File: config.mk
export PLATFORM = sky130hd
export DESIGN_NAME = iir_inv
export DESIGN_NICKNAME = d
export VERILOG_FILES = /design/src/rtl/iir_pkg.sv /design/src/rtl/elastic.sv /design/src/rtl/iir_inv.sv
export SDC_FILE = /design/constraint.sdc
export NUM_CORES = 1
export LEC_CHECK = 0
export CAP_MARGIN = 20
export CORE_MARGIN = 4
export CORE_UTILIZATION = 25
export CTS_CLUSTER_DIAMETER = 50
export DETAILED_ROUTE_END_ITERATION = 8
export GPL_ROUTABILITY_DRIVEN = 0
export PLACE_DENSITY = 0.45
export SETUP_SLACK_MARGIN = 0.4
export SYNTH_ARGS = -nofsm -noshare
export SYNTH_HDL_FRONTEND = slang
export SYNTH_HIERARCHICAL = 1
export SYNTH_SLANG_ARGS = --single-unit
File: constraint.sdc
create_clock -name clk_i -period 10.45 [get_ports clk_i]
set_input_delay 1.045 -clock clk_i [delete_from_list [all_inputs] [get_ports clk_i]]
set_output_delay 1.045 -clock clk_i [all_outputs]
set_load 0.01 [all_outputs]
File: src/rtl/iir_pkg.sv
// Shared Q-format definitions for the iir low-pass filter and its inverse.
// Both blocks size their datapaths from these constants.
package iir_pkg;

    localparam int width_c = 10;
    localparam int frac_c  = 4;
    localparam int shift_c = 2;

    localparam int in_w   = width_c + frac_c;
    localparam int diff_w = in_w + 1;
    localparam int sum_w  = in_w + 2 + shift_c;

    // Clamp v into the signed range of a w-bit integer.
    function automatic logic signed [sum_w-1:0] sat_signed(
        input logic signed [sum_w-1:0] v,
        input int                      w
    );
        logic signed [sum_w-1:0] lo;
        logic signed [sum_w-1:0] hi;
        logic signed [sum_w-1:0] r;
        lo = -(sum_w'(1) <<< (w - 1));
        hi = ~lo;
        r  = v;
        if (v < lo) begin
            r = lo;
        end else if (v > hi) begin
            r = hi;
        end
        return r;
    endfunction

endpackage

File: src/rtl/elastic.sv
// One-entry valid/ready output register; a new word may replace the held
// word in the same cycle it is consumed.
module elastic
    import iir_pkg::*;
#(
    parameter int width_p = width_c
) (
    input  logic               clk_i,
    input  logic               reset_i,
    input  logic               valid_i,
    input  logic [width_p-1:0] data_i,
    output logic               ready_o,
    output logic               valid_o,
    output logic [width_p-1:0] data_o,
    input  logic               ready_i
);

    logic               r_valid;
    logic [width_p-1:0] r_data;
    logic               w_ready;
    logic               w_load;

    assign w_ready = ~r_valid | ready_i;
    assign w_load  = valid_i & w_ready;

    always_ff @(posedge clk_i) begin
        if (!reset_i) begin
            r_valid <= 1'b0;
            r_data  <= '0;
        end else if (w_load) begin
            r_valid <= 1'b1;
            r_data  <= data_i;
        end else if (ready_i) begin
            r_valid <= 1'b0;
        end
    end

    assign ready_o = w_ready;
    assign valid_o = r_valid;
    assign data_o  = r_data;

endmodule

File: src/rtl/iir_inv.sv
// Inverse first-order low-pass: rebuilds x[n] from the filter state y[n]
// as y[n-1] + (y[n]-y[n-1]) * 2^shift_p, rounded and saturated.
module iir_inv
    import iir_pkg::*;
#(
    parameter int width_p = width_c,
    parameter int frac_p  = frac_c,
    parameter int shift_p = shift_c
) (
    input  logic                              clk_i,
    input  logic                              reset_i,
    input  logic                              valid_i,
    input  logic signed [width_p+frac_p-1:0]  data_i,
    output logic                              ready_o,
    output logic                              valid_o,
    output logic signed [width_p-1:0]         data_o,
    input  logic                              ready_i,
    output logic                              sat_o
);

    logic signed [in_w-1:0]           w_y;
    logic signed [in_w-1:0]           r_yprev;
    logic signed [diff_w-1:0]         w_diff;
    logic signed [diff_w+shift_p-1:0] w_scaled;
    logic signed [sum_w-1:0]          w_sum;
    logic signed [sum_w-1:0]          w_rnd;
    logic signed [sum_w-1:0]          w_sat;
    logic signed [width_p-1:0]        w_res;
    logic                             w_clip;
    logic                             w_ready;
    logic                             w_fire;
    logic                             r_sat;

    assign w_y      = data_i;
    assign w_diff   = diff_w'(w_y) - diff_w'(r_yprev);
    assign w_scaled = (diff_w + shift_p)'(w_diff) <<< shift_p;
    assign w_sum    = sum_w'(r_yprev) + sum_w'(w_scaled);

    // Round half up; with no fractional bits there is nothing to round.
    if (frac_p > 0) begin : g_round
        assign w_rnd = (w_sum + (sum_w'(1) <<< (frac_p - 1))) >>> frac_p;
    end else begin : g_trunc
        assign w_rnd = w_sum;
    end

    assign w_sat  = sat_signed(w_rnd, width_p);
    assign w_clip = (w_sat != w_rnd);
    assign w_res  = w_sat[width_p-1:0];
    assign w_fire = valid_i & w_ready;

    always_ff @(posedge clk_i) begin
        if (!reset_i) begin
            r_yprev <= '0;
            r_sat   <= 1'b0;
        end else if (w_fire) begin
            r_yprev <= w_y;
            if (w_clip) begin
                r_sat <= 1'b1;
            end
        end
    end

    elastic #(
        .width_p (width_p)
    ) u_out (
        .clk_i   (clk_i),
        .reset_i (reset_i),
        .valid_i (valid_i),
        .data_i  (w_res),
        .ready_o (w_ready),
        .valid_o (valid_o),
        .data_o  (data_o),
        .ready_i (ready_i)
    );

    assign ready_o = w_ready;
    assign sat_o   = r_sat;

endmodule

Word level (Yosys, flattened, before mapping). Cells that the tools add are included.

Add/subtract/negate cells: 3. $lt $le $gt $ge: 2. Equal/unequal tests: 1. Mux-type cells: 4. Bitwise operators: 3. Reduce and logical (&&, ||, !) cells: 2.

Operators by type and width (number): 18-bit two-way mux (2); 14-bit by 17-bit adder with 18-bit output (1); 18-bit by 5-bit adder with 18-bit output, second input constant (1); 18-bit by 14-bit != test with 1-bit output (1); 14-bit by 14-bit subtractor with 15-bit output (1); 14-bit by 10-bit > comparator with 1-bit output, second input constant (1); 14-bit by 10-bit < comparator with 1-bit output, second input constant (1); 1-bit two-way mux (2); 2-bit AND reduction (1); 2-bit nonzero test (1); 1-bit bitwise AND (1); 1-bit inverter (1); 1-bit OR (1).

Register bits: 26. Bits of input ports: 18. Output and inout port bits: 13. Logic and storage cells: 19.

Longest topological paths before layout.
Word-level depth: 8. Gate-level depth with buffers: 23.

Cells and area by module. The synthesis kept the hierarchy.

Modules (own cells, without submodules): iir_inv (times used 1, cells an instance 280, area each 2270.9 um^2); elastic (times used 1, cells an instance 48, area each 449.2 um^2).

Worst setup path after synthesis. OpenSTA, ideal clock, no wires.

Path kind: input -> register. Start point: input data_i[0]. End point: register u_out.r_data[1] (netlist: u_out/data_o[1]). Setup time: 0.072 ns. Arrival time: 4.670 ns. Setup slack: 5.709 ns. Cell stages on the path: 22. Cells stage by stage: inv_1 > ha_1 > inv_1 > fa_1 > a21o_1 > a21o_1 > a21oi_1 > o21ai_1 > nand3_1 > a31o_2 > xnor2_1 > ha_1 > ha_1 > and3_1 > o211ai_1 > a21oi_1 > o21a_1 > nor4b_4 > a21oi_4 > o21ai_1 > nand2_1 > mux2i_1.

Longest elaborated chain between the ends: 6. Elaborated cells between the ends (all ways): 7. Those cells by class: add/sub: 3; order compare: 2; mux: 2.

Ends and longest elaborated chain: start: declaration (line iir_inv.sv:13) `input logic signed [width_p+frac_p-1:0] data_i,`; 14-bit by 14-bit subtractor with 15-bit output * (line iir_inv.sv:35) `assign w_diff = diff_w'(w_y) - diff_w'(r_yprev);`; 14-bit by 17-bit adder with 18-bit output * (line iir_inv.sv:37) `assign w_sum = sum_w'(r_yprev) + sum_w'(w_scaled);`; 18-bit by 5-bit adder with 18-bit output * (line iir_inv.sv:41) `assign w_rnd = (w_sum + (sum_w'(1) <<< (frac_p - 1))) >>> frac_p;`; 14-bit by 10-bit > comparator with 1-bit output (line iir_pkg.sv:26) `end else if (v > hi) begin`; 18-bit two-way mux (line iir_pkg.sv:26); 18-bit two-way mux * (line iir_pkg.sv:24) `if (v < lo) begin`; net w_sat[1] (line iir_inv.sv:27) `logic signed [sum_w-1:0] w_sat;`; end signal: assignment (line elastic.sv:32) `r_data <= data_i;`; end: declaration (line elastic.sv:19) `logic [width_p-1:0] r_data;`.

Mark *: on every way through the listed nets, which the timed path passes. The rest lies on a longest branch. A chain may end at the register's enable or synchronous reset.

Worst setup path after layout.
Start point: input data_i[0]. End point: register u_out.r_data[4] (netlist: u_out/data_o[4]).

The elaborated chain is that of the path after synthesis.

==> summary.md <==
| Metric | Value |
|---|---|
| Status | finished clean |
| Switching Share | 0.408 |
| Area of the multi-input gates | 2070 µm² |
| Seq pwr share | 0.264 |
| Largest net degree at the start of global routing | 39 |
| Clock slew at reported path FFs | 0.10 ns |
| DRT iter0 DRCs | 66 |
| Layout Area Growth over Synthesis | 18.1% |
| Buffers on Ports | 30 |
| Antenna diodes | 0 |
| Cts hold-fix bufs | 0 |
| VDD IR-drop max | 0.0000589 V |
| Final nets | 417 |
| Tmin final | 5.35 ns |
| GRT overflow | 0 |
| Final Instance Area | 3210 µm² |
| Period utilisation layout | 0.512 |
| Endpoints failing setup | 0 |
| Synth cell types | 59 |
| HP Class | register to register |
| Skew final | 0.00593 ns |
| Setup_tns | 0 ns |
| Post-DP Area | 3160 µm² |
| First-pass GRT wire length | 10,600 µm |
| Unrepaired setup endpoints after global routing | no |
| Core area | 10,500 µm² |
| Power density over the cells | 141 nW/µm² |
| CTS tree | yes |
| Critical Path Sink Type | register |
| Initial antenna violation count | 0 |
| P_sw | 185 µW |
| Die height | 112 µm |
| Worst skew pair latency | 0.28 ns |
| Lkg Pwr | 0.00137 µW |
| Die area | 12,600 µm² |
| Post-CTS setup repair buffer count | 0 |
| Clk pwr share | 0.151 |
| Slew Viols, Final | 0 |
| Final HPWL DP | 4780 µm |
| Fin. Hold Viols | 0 |
| Syn nets | 389 |
| Wire per inst | 12.1 µm |
| Vias per cell | 4.54 |
| Crit path kind | input port to register |
| Yosys warning total | 6 |
| Filler instances | 1,152 |
| Antenna-violating nets left | 0 |
| Starting density of the core | 0.260 |
| Req. time, crit path | 10.62 ns |
| Number of synthesized flops with an enable pin | 0 |
| Synth Instances | 328 |
| Area taken by flip-flops and latches | 520 µm² |
| Detailed-router iteration count before antenna repair | 4 |
| Die width | 112 µm |
| I/O pin count | 31 |
| Max FO, Critical Path | 8 |
| CP Data Arrival Time | 5.52 ns |
| Synthesized cell area | 2720 µm² |
| Max-Cap Viols | 0 |
| Internal Pwr Total | 268 µW |
| Synth Flop Type | dfxtp_1 |
| Async set-or-reset flop fraction in the synthesized netlist | 0 |
| Sink Count | 26 |
| Max-slew headroom | 0.482 |
| Cts bufs inserted | 3 |
| Least-Margin Pin Slew | 0.777 ns |
| Post_cts resized | 0 |
| WL final | 5950 µm |
| All-Layer GR Usage | 0.0992 |
| Number of synthesized register bits | 26 |
| Clock root cell | clkbuf_8 |
| DRC violations left | 0 |
| Seq/Total Area, Yosys | 0.191 |
| Vias in the first global route | 2,219 |
| Layout cell share with drive strength beyond 1 | 0.0676 |
| Startpoint Class | input port |
| Via count | 2,227 |
| Rows | 37 |
| Comb pwr share | 0.584 |
| FMAX | 0.187 GHz |
| Worst hold slack | 0.459 ns |
| H-tree levels | 1 |
| Syn Area/Cell | 8.29 µm² |
| Max Root-Sink Buffers | 2 |
critical path, cell delays in order:
cell and delay (ns):
clkdlybuf4s50_1 0.41, inv_1 0.07, ha_1 0.17, inv_1 0.06, fa_1 0.40, a21o_1 0.18
a21o_1 0.19, a21oi_1 0.21, o21ai_1 0.13, nand3_1 0.12, a31o_2 0.18, xnor2_1 0.13
ha_1 0.26, ha_1 0.41, and3_1 0.27, o211ai_1 0.10, a21oi_1 0.21, o21a_1 0.22
o21ai_0 0.18, o21ai_2 0.30, o21ai_1 0.13, nand2_1 0.08, mux2i_1 0.06
sequential cells by signal, summed over array words and instances, names as in the netlist:
signal,count
sat_o,1
u_out/data_o,10
u_out/valid_o,1
r_yprev,14
kinds of logic (layout without fill, tap and decap cells):
kind of cell | Yosys count | in the layout | synth area share
buf+inv | 32 | 59 | 0.0478
compound gates | 88 | 88 | 0.237
fa+ha+maj | 43 | 43 | 0.203
flops | 26 | 26 | 0.191
mux | 13 | 13 | 0.0483
xor+xnor | 22 | 22 | 0.0764
simple gates | 104 | 104 | 0.195
area by class of cell:
type / count / area share
clock buffers: 4 / 0.0171
repair buffers: 31 / 0.0958
multi-input cells: 270 / 0.644
flip-flops and latches: 26 / 0.162
inverters: 24 / 0.0280
well taps: 136 / 0.0530
power groups by stage:
stage	Sequential (µW)	Combinational (µW)	Clock, µW
after floorplan	126	195	0
after global placement	122	266	0
after detailed placement	122	265	0
after CTS	120	268	74.9
after global routing	122	299	78.6
final	120	264	68.4
synthesized netlist by cell type (2+ instances only):
master / n / area [µm²]
a21boi_1: 8 / 60.1
mux2i_1: 12 / 120
a211o_1: 3 / 26.3
nand3_1: 6 / 30.0
dfxtp_1: 26 / 521
clkbuf_1: 5 / 18.8
a21oi_1: 13 / 65.1
o21a_1: 6 / 45.0
nor2b_1: 3 / 18.8
nand2_1: 58 / 218
nor3_1: 4 / 20.0
o21ai_0: 9 / 45.0
ha_1: 41 / 513
a21boi_0: 8 / 60.1
xor2_1: 8 / 70.1
and2_1: 3 / 18.8
fa_1: 2 / 40.0
or3_1: 2 / 12.5
buf_2: 2 / 10.0
inv_1: 24 / 90.1
nand2b_1: 3 / 18.8
o211ai_1: 2 / 15.0
a211oi_1: 3 / 22.5
or2_2: 3 / 18.8
o21ai_1: 10 / 50.1
nor2_1: 10 / 37.5
and3_1: 2 / 12.5
xnor2_1: 12 / 105
a21o_1: 8 / 60.1
o21ai_2: 2 / 17.5
xor2_2: 2 / 32.5
placed cells by master, fill, tap and decap left out, types with 3 or more instances in the layout:
cell type        instances
xor2_1                   8
o21ai_1                 10
o21ai_0                  9
clkbuf_8                 4
o21a_1                   6
a21boi_1                 8
nand2b_1                 3
nand3_1                  6
mux2i_1                 12
dfxtp_1                 26
xnor2_1                 12
a21o_1                   8
nor2b_1                  3
ha_1                    41
a211o_1                  3
and2_1                   3
or2_2                    3
a21boi_0                 8
inv_1                   24
a21oi_1                 13
nor2_1                  10
a211oi_1                 3
nand2_1                 58
nor3_1                   4
clkdlybuf4s50_1         30
metrics by stage:
stage          total power, µW  instances   util  worst slack, ns
2_1_floorplan              320        328      -             5.71
3_3_place_gp               388        487  0.302             4.89
3_5_place_dp               388        487  0.302             4.76
4_1_cts                    463        491  0.307             5.07
5_1_grt                    500        491  0.307             4.68
6_report                   452        491  0.307             5.10
routing by layer:
layer	wire length, µm	up-vias	share of wire	GRT usage
met4	49	0	0.0082	0.0168
li1	-	1210	-	-
met1	3220	979	0.54	0.143
met2	2470	34	0.42	0.155
met3	208	4	0.035	0.0199
met5	0	-	0	0
worst paths after layout:
kind / start / endpoint / slack (ns) / cells after the start
min: u_out/data_o[5] / u_out/data_o[5] / 0.46 / 2
max reg2reg: r_yprev[0] / u_out/data_o[4] / 6.01 / 21
max: data_i[0] / u_out/data_o[4] / 5.10 / 23
min reg2reg: u_out/data_o[5] / u_out/data_o[5] / 0.46 / 2
Note: power is estimated with default switching activity, not from simulation.
==> variant 1: new RTL, same flow settings <==
Change the package constant `shift_c` from 2 to 1.
--- a/src/rtl/iir_pkg.sv
+++ b/src/rtl/iir_pkg.sv
@@ -6,3 +6,3 @@
     localparam int frac_c  = 4;
-    localparam int shift_c = 2;
+    localparam int shift_c = 1;
 
Check against the original RTL: not equivalent (Yosys sat finds a counterexample within 4 cycles, from zero or initial values and one cycle with reset_i low).
==> variant 1 against the unedited design <==
Clock skew increased by 5.5 ps. Power decreased by 5.7%. Clock power decreased by 12%. Via count decreased by 2.4%. Combinational power decreased by 7%. Synthesized area decreased by 5.7%. Core utilization increased by 0.20 points. Worst setup slack got worse by 330 ps. Critical endpoint is now u_out/data_o[2]. Critical path type unchanged. Final cell count decreased by 1.2%. Routed wire length decreased by 3.8%. Sequential cell count unchanged. Final area decreased by 5.1%. Highest routed layer unchanged.
==> variant 1: results (changes against the unedited design) <==
first-pass GRT wire length=9.90 mm (-6.3%); R2R setup slack=5510 ps (-500 ps); Starting DRT DRC Count=64 (-3.0%); WP data arrival=5890 ps (+370 ps); hold path start=u_out/data_o[3]; Distinct cells, synth=55 (-6.8%); synth top area cells=dfxtp_1, ha_1, nand2_1; placed insts=482 (-1.0%); GR Util All Layers=10.2% (+0.31 points); R2R Path Start=r_yprev[1]; met2 usage in global routing=15.8% (+0.29 points); nets=414 (-0.72%); CP max FO=7 (-1); post-synthesis xor/xnor area fraction=6.49% (-1.1 points); Commonest cells post-synth=nand2_1, ha_1, dfxtp_1, inv_1, a21oi_1; GRT met3 Usage=1.76% (-0.23 points); mux share of post-synthesis cell area=5.66% (+0.83 points); largest net degree at the start of global routing=37 (-5.1%); Lkg Pwr=0.00132 uW (-3.4%); fraction of layout cells with a size suffix above 1=4.83% (-1.9 points); Synth Net Count=384 (-1.3%); status=completed; Via density=4.48 (-1.2%); Clock Skews=11.4 ps (+5.48 ps); met1 Resource Use GR=15.0% (+0.73 points)
variant 1: per-stage QoR:
stage | cell area (um2) | util, % | hold WS, ps | setup slack, ps | total power, uW
6_report | 3050 | 30.9 | 458 | 4770 | 427
5_1_grt | 3050 | 30.9 | 479 | 4230 | 473
4_1_cts | 3050 | 30.9 | 463 | 4730 | 437
3_5_place_dp | 3010 | 30.5 | 446 | 4440 | 369
3_3_place_gp | 3010 | 30.5 | 443 | 4530 | 370
2_1_floorplan | 2560 | - | 443 | 5340 | 304
variant 1: routing by layer:
| layer | up-vias | routed length, um |
|---|---|---|
| met4 | 0 | 48 |
| met1 | 949 | 3090 |
| met3 | 2 | 251 |
| met5 | - | 0 |
| li1 | 1191 | - |
| met2 | 32 | 2340 |
variant 1: worst max-delay path, stage by stage:
cell             delay, ps
clkdlybuf4s50_1        480
inv_1                   50
ha_1                   210
fa_1                   400
nor2b_1                110
o21ai_0                 90
a21boi_0               230
o21ai_0                130
a21oi_1                190
a41oi_1                170
a211o_1                330
xnor2_1                140
ha_1                   280
ha_1                   360
a21oi_1                160
nor2b_1                 70
or4_1                  460
a21oi_1                160
o22ai_2                100
and2b_1                240
nor2_2                  80
o31ai_2                210
nand2_1                 70
mux2i_1                120
variant 1: power breakdown:
part,leakage [uW],switching (uW),internal [uW]
registers,0.000215,8.20,112
logic,0.00108,131,115
clock network,0.0000216,34.1,25.9
variant 1: layout make-up:
type	instances	area [um2]
fill	1069	6820
multi-input combinational	266	1920
sequential	26	520
timing repair buffer	31	308
tap	133	166
inverter	26	97.6
clock buffer	3	41.3
==> variant 2: new RTL, same flow settings <==
Made on the original files. Reset style: asynchronous (`reset_i`), changed in 2 clocked blocks.
--- a/src/rtl/elastic.sv
+++ b/src/rtl/elastic.sv
@@ -25,3 +25,3 @@
 
-    always_ff @(posedge clk_i) begin
+    always_ff @(posedge clk_i or negedge reset_i) begin
         if (!reset_i) begin
--- a/src/rtl/iir_inv.sv
+++ b/src/rtl/iir_inv.sv
@@ -50,3 +50,3 @@
 
-    always_ff @(posedge clk_i) begin
+    always_ff @(posedge clk_i or negedge reset_i) begin
         if (!reset_i) begin
Behaviour: differs if reset_i is asserted again (counterexample within 4 cycles, from zero or initial values and one cycle with reset_i low); with reset_i held inactive, the same outputs for 4 cycles.
==> variant 2 against the unedited design <==
Sequential cell count unchanged. Routed wire length down 3.3%. Final area about the same. Synthesized area down 0.92%. Critical path depth down 2. Global-route usage down 0.51 points. Die area down 0.85%. Worst setup slack worse by 680 ps. Sequential share of layout area up 4.0 points.
Power is not compared: it rests on default switching activity, and its combinational part moved more than twofold at a synthesized area within 25%.
==> variant 2: results (changes against the unedited design) <==
Root Buffer=clkbuf_8; Lkg Pwr=around 0.0015 uW; IO buf count=30 (unchanged); total gr overflow=0 (unchanged); fraction of layout cells with a size suffix above 1=10.9% (+4.1 points); worst vdd ir=84.3 uV; largest register by flop count=r_yprev; CP peak stage delay=570 ps (+160 ps); Via density=4.73 (+4.3%); Post-CTS Resized=0 (unchanged); worst hold path type=flip-flop to flip-flop; Adder-Cell Fraction of Synth Area=20.5% (+0.19 points); Starting DRT DRC Count=65 (-1.5%); Async S/R FF share, synth=100% (+100 points); clock buffer depth=2 (unchanged); Critical-path top delay cell=o41a_1; max reg flops=14 (unchanged); Placed Area=3140 um2 (-0.48%); largest net degree at the start of global routing=27 (-31%); Commonest cells post-synth=ha_1, dfrtp_1, inv_1; nets=375 (-10%); Synth Net Count=345 (-11%); mux share of post-synthesis cell area=11.7% (+6.9 points); DPL Wire Length=4.70 mm (-1.7%); First-pass DRT Iterations=4 (unchanged); GR Util All Layers=9.40% (-0.51 points); status=completed; CP max FO=10 (+2); TritonCTS buffer count=3 (unchanged); worst slack, placed=4120 ps (-638 ps); WP data arrival=6200 ps (+680 ps); vias in the first global route=2,125 (-4.2%); Slew headroom=48.6% (+0.44 points); Worst-Skew Late Latency=280 ps (about the same); Synth warnings=6 (unchanged); Compound-Gate Fraction of Synth Area=19.1% (-4.7 points); Clock Skews=4.89 ps (-1.04 ps); # diodes=0 (unchanged); post-CTS setup repair buffer count=0 (unchanged); DR WL/cell=12.8 um (+5.8%); clock transition at the registers of the reported paths=110 ps; register area share after synthesis=24.1% (+5.0 points); number of antenna violations at the first check in global routing=0 (unchanged); filler instances=1,101 (-4.4%); Distinct cells, synth=48 (-19%); H-tree depth=1 (unchanged); post-synthesis xor/xnor area fraction=6.50% (-1.1 points); synth top area cells=dfrtp_1, ha_1, mux2_4; first-pass GRT wire length=10.0 mm (-5.3%); total negative slack=0 ps (unchanged)
==> variant 2: changes by cell type after synthesis, moves of 4 or more <==
| cell | delta |
|---|---|
| a21boi_0 | -8 |
| a21oi_1 | +4 |
| o21a_1 | +5 |
| mux2_4 | +10 |
| nor2_1 | +4 |
| a21boi_1 | -8 |
| o21ai_1 | -10 |
| mux2i_1 | -10 |
| nand2_1 | -48 |
| dfxtp_1 | -26 |
| mux2_2 | +12 |
| dfrtp_1 | +26 |
==> variant 2: area by class of cell <==
class / count / area, um2 / area share (%)
clock buffers: 3 / 41.3 / 1.28
clock inverters: 1 / 30.0 / 0.934
inverters: 23 / 86.3 / 2.69
multi-input cells: 229 / 1930 / 60.0
flip-flops and latches: 26 / 651 / 20.2
well taps: 136 / 170 / 5.29
repair buffers: 31 / 308 / 9.58
==> variant 2: worst paths after layout <==
path                       cells after the start  startpoint              end  slack (ps)
min reg2reg                                    1       sat_o            sat_o         490
max in group asynchronous                      2     reset_i  u_out/data_o[8]        9060
max reg2reg                                   19  r_yprev[0]  u_out/data_o[3]        5290
min                                            1       sat_o            sat_o         490
max                                           21   data_i[0]  u_out/data_o[3]        4430
min in group asynchronous                      2     reset_i       r_yprev[3]        1130
==> variant 2: cell families after synthesis <==
group / after synthesis
AOI/OAI and AO/OA: 75
xor gates and xnor gates: 20
adders and majority gates: 43
buffers and inverters: 29
DFF: 26
muxes: 25
and+or+nand+nor: 66
==> variant 2: per-layer routing <==
layer,track usage [%],wire length [um],vias to the layer above
met1,12.6,2750,1006
li1,-,-,1097
met2,16.0,2820,18
met5,0,0,-
met4,1.14,40,0
met3,1.96,145,4
==> variant 2: through the flow <==
stage / hold slack [ps] / std cells
6_report: 492 / 449
5_1_grt: 507 / 449
4_1_cts: 504 / 449
3_5_place_dp: 476 / 445
3_3_place_gp: 471 / 445
2_1_floorplan: 454 / 284
==> variant 2: where the power goes <==
| group | internal [uW] | leakage, uW | switching [uW] |
|---|---|---|---|
| combinational | 340 | 0.00112 | 350 |
| clock | 51.4 | 0.0000357 | 37.4 |
| sequential | 129 | 0.000305 | 18.6 |
| total | 521 | 0.00146 | 406 |
==> variant 2: critical path: cells and delay by family <==
family / cells / cell delay (ps)
muxes: 1 / 260
AOI/OAI and AO/OA: 7 / 1800
and+or+nand+nor: 5 / 1150
buffers and inverters: 3 / 520
xor gates and xnor gates: 1 / 160
adders and majority gates: 4 / 1270
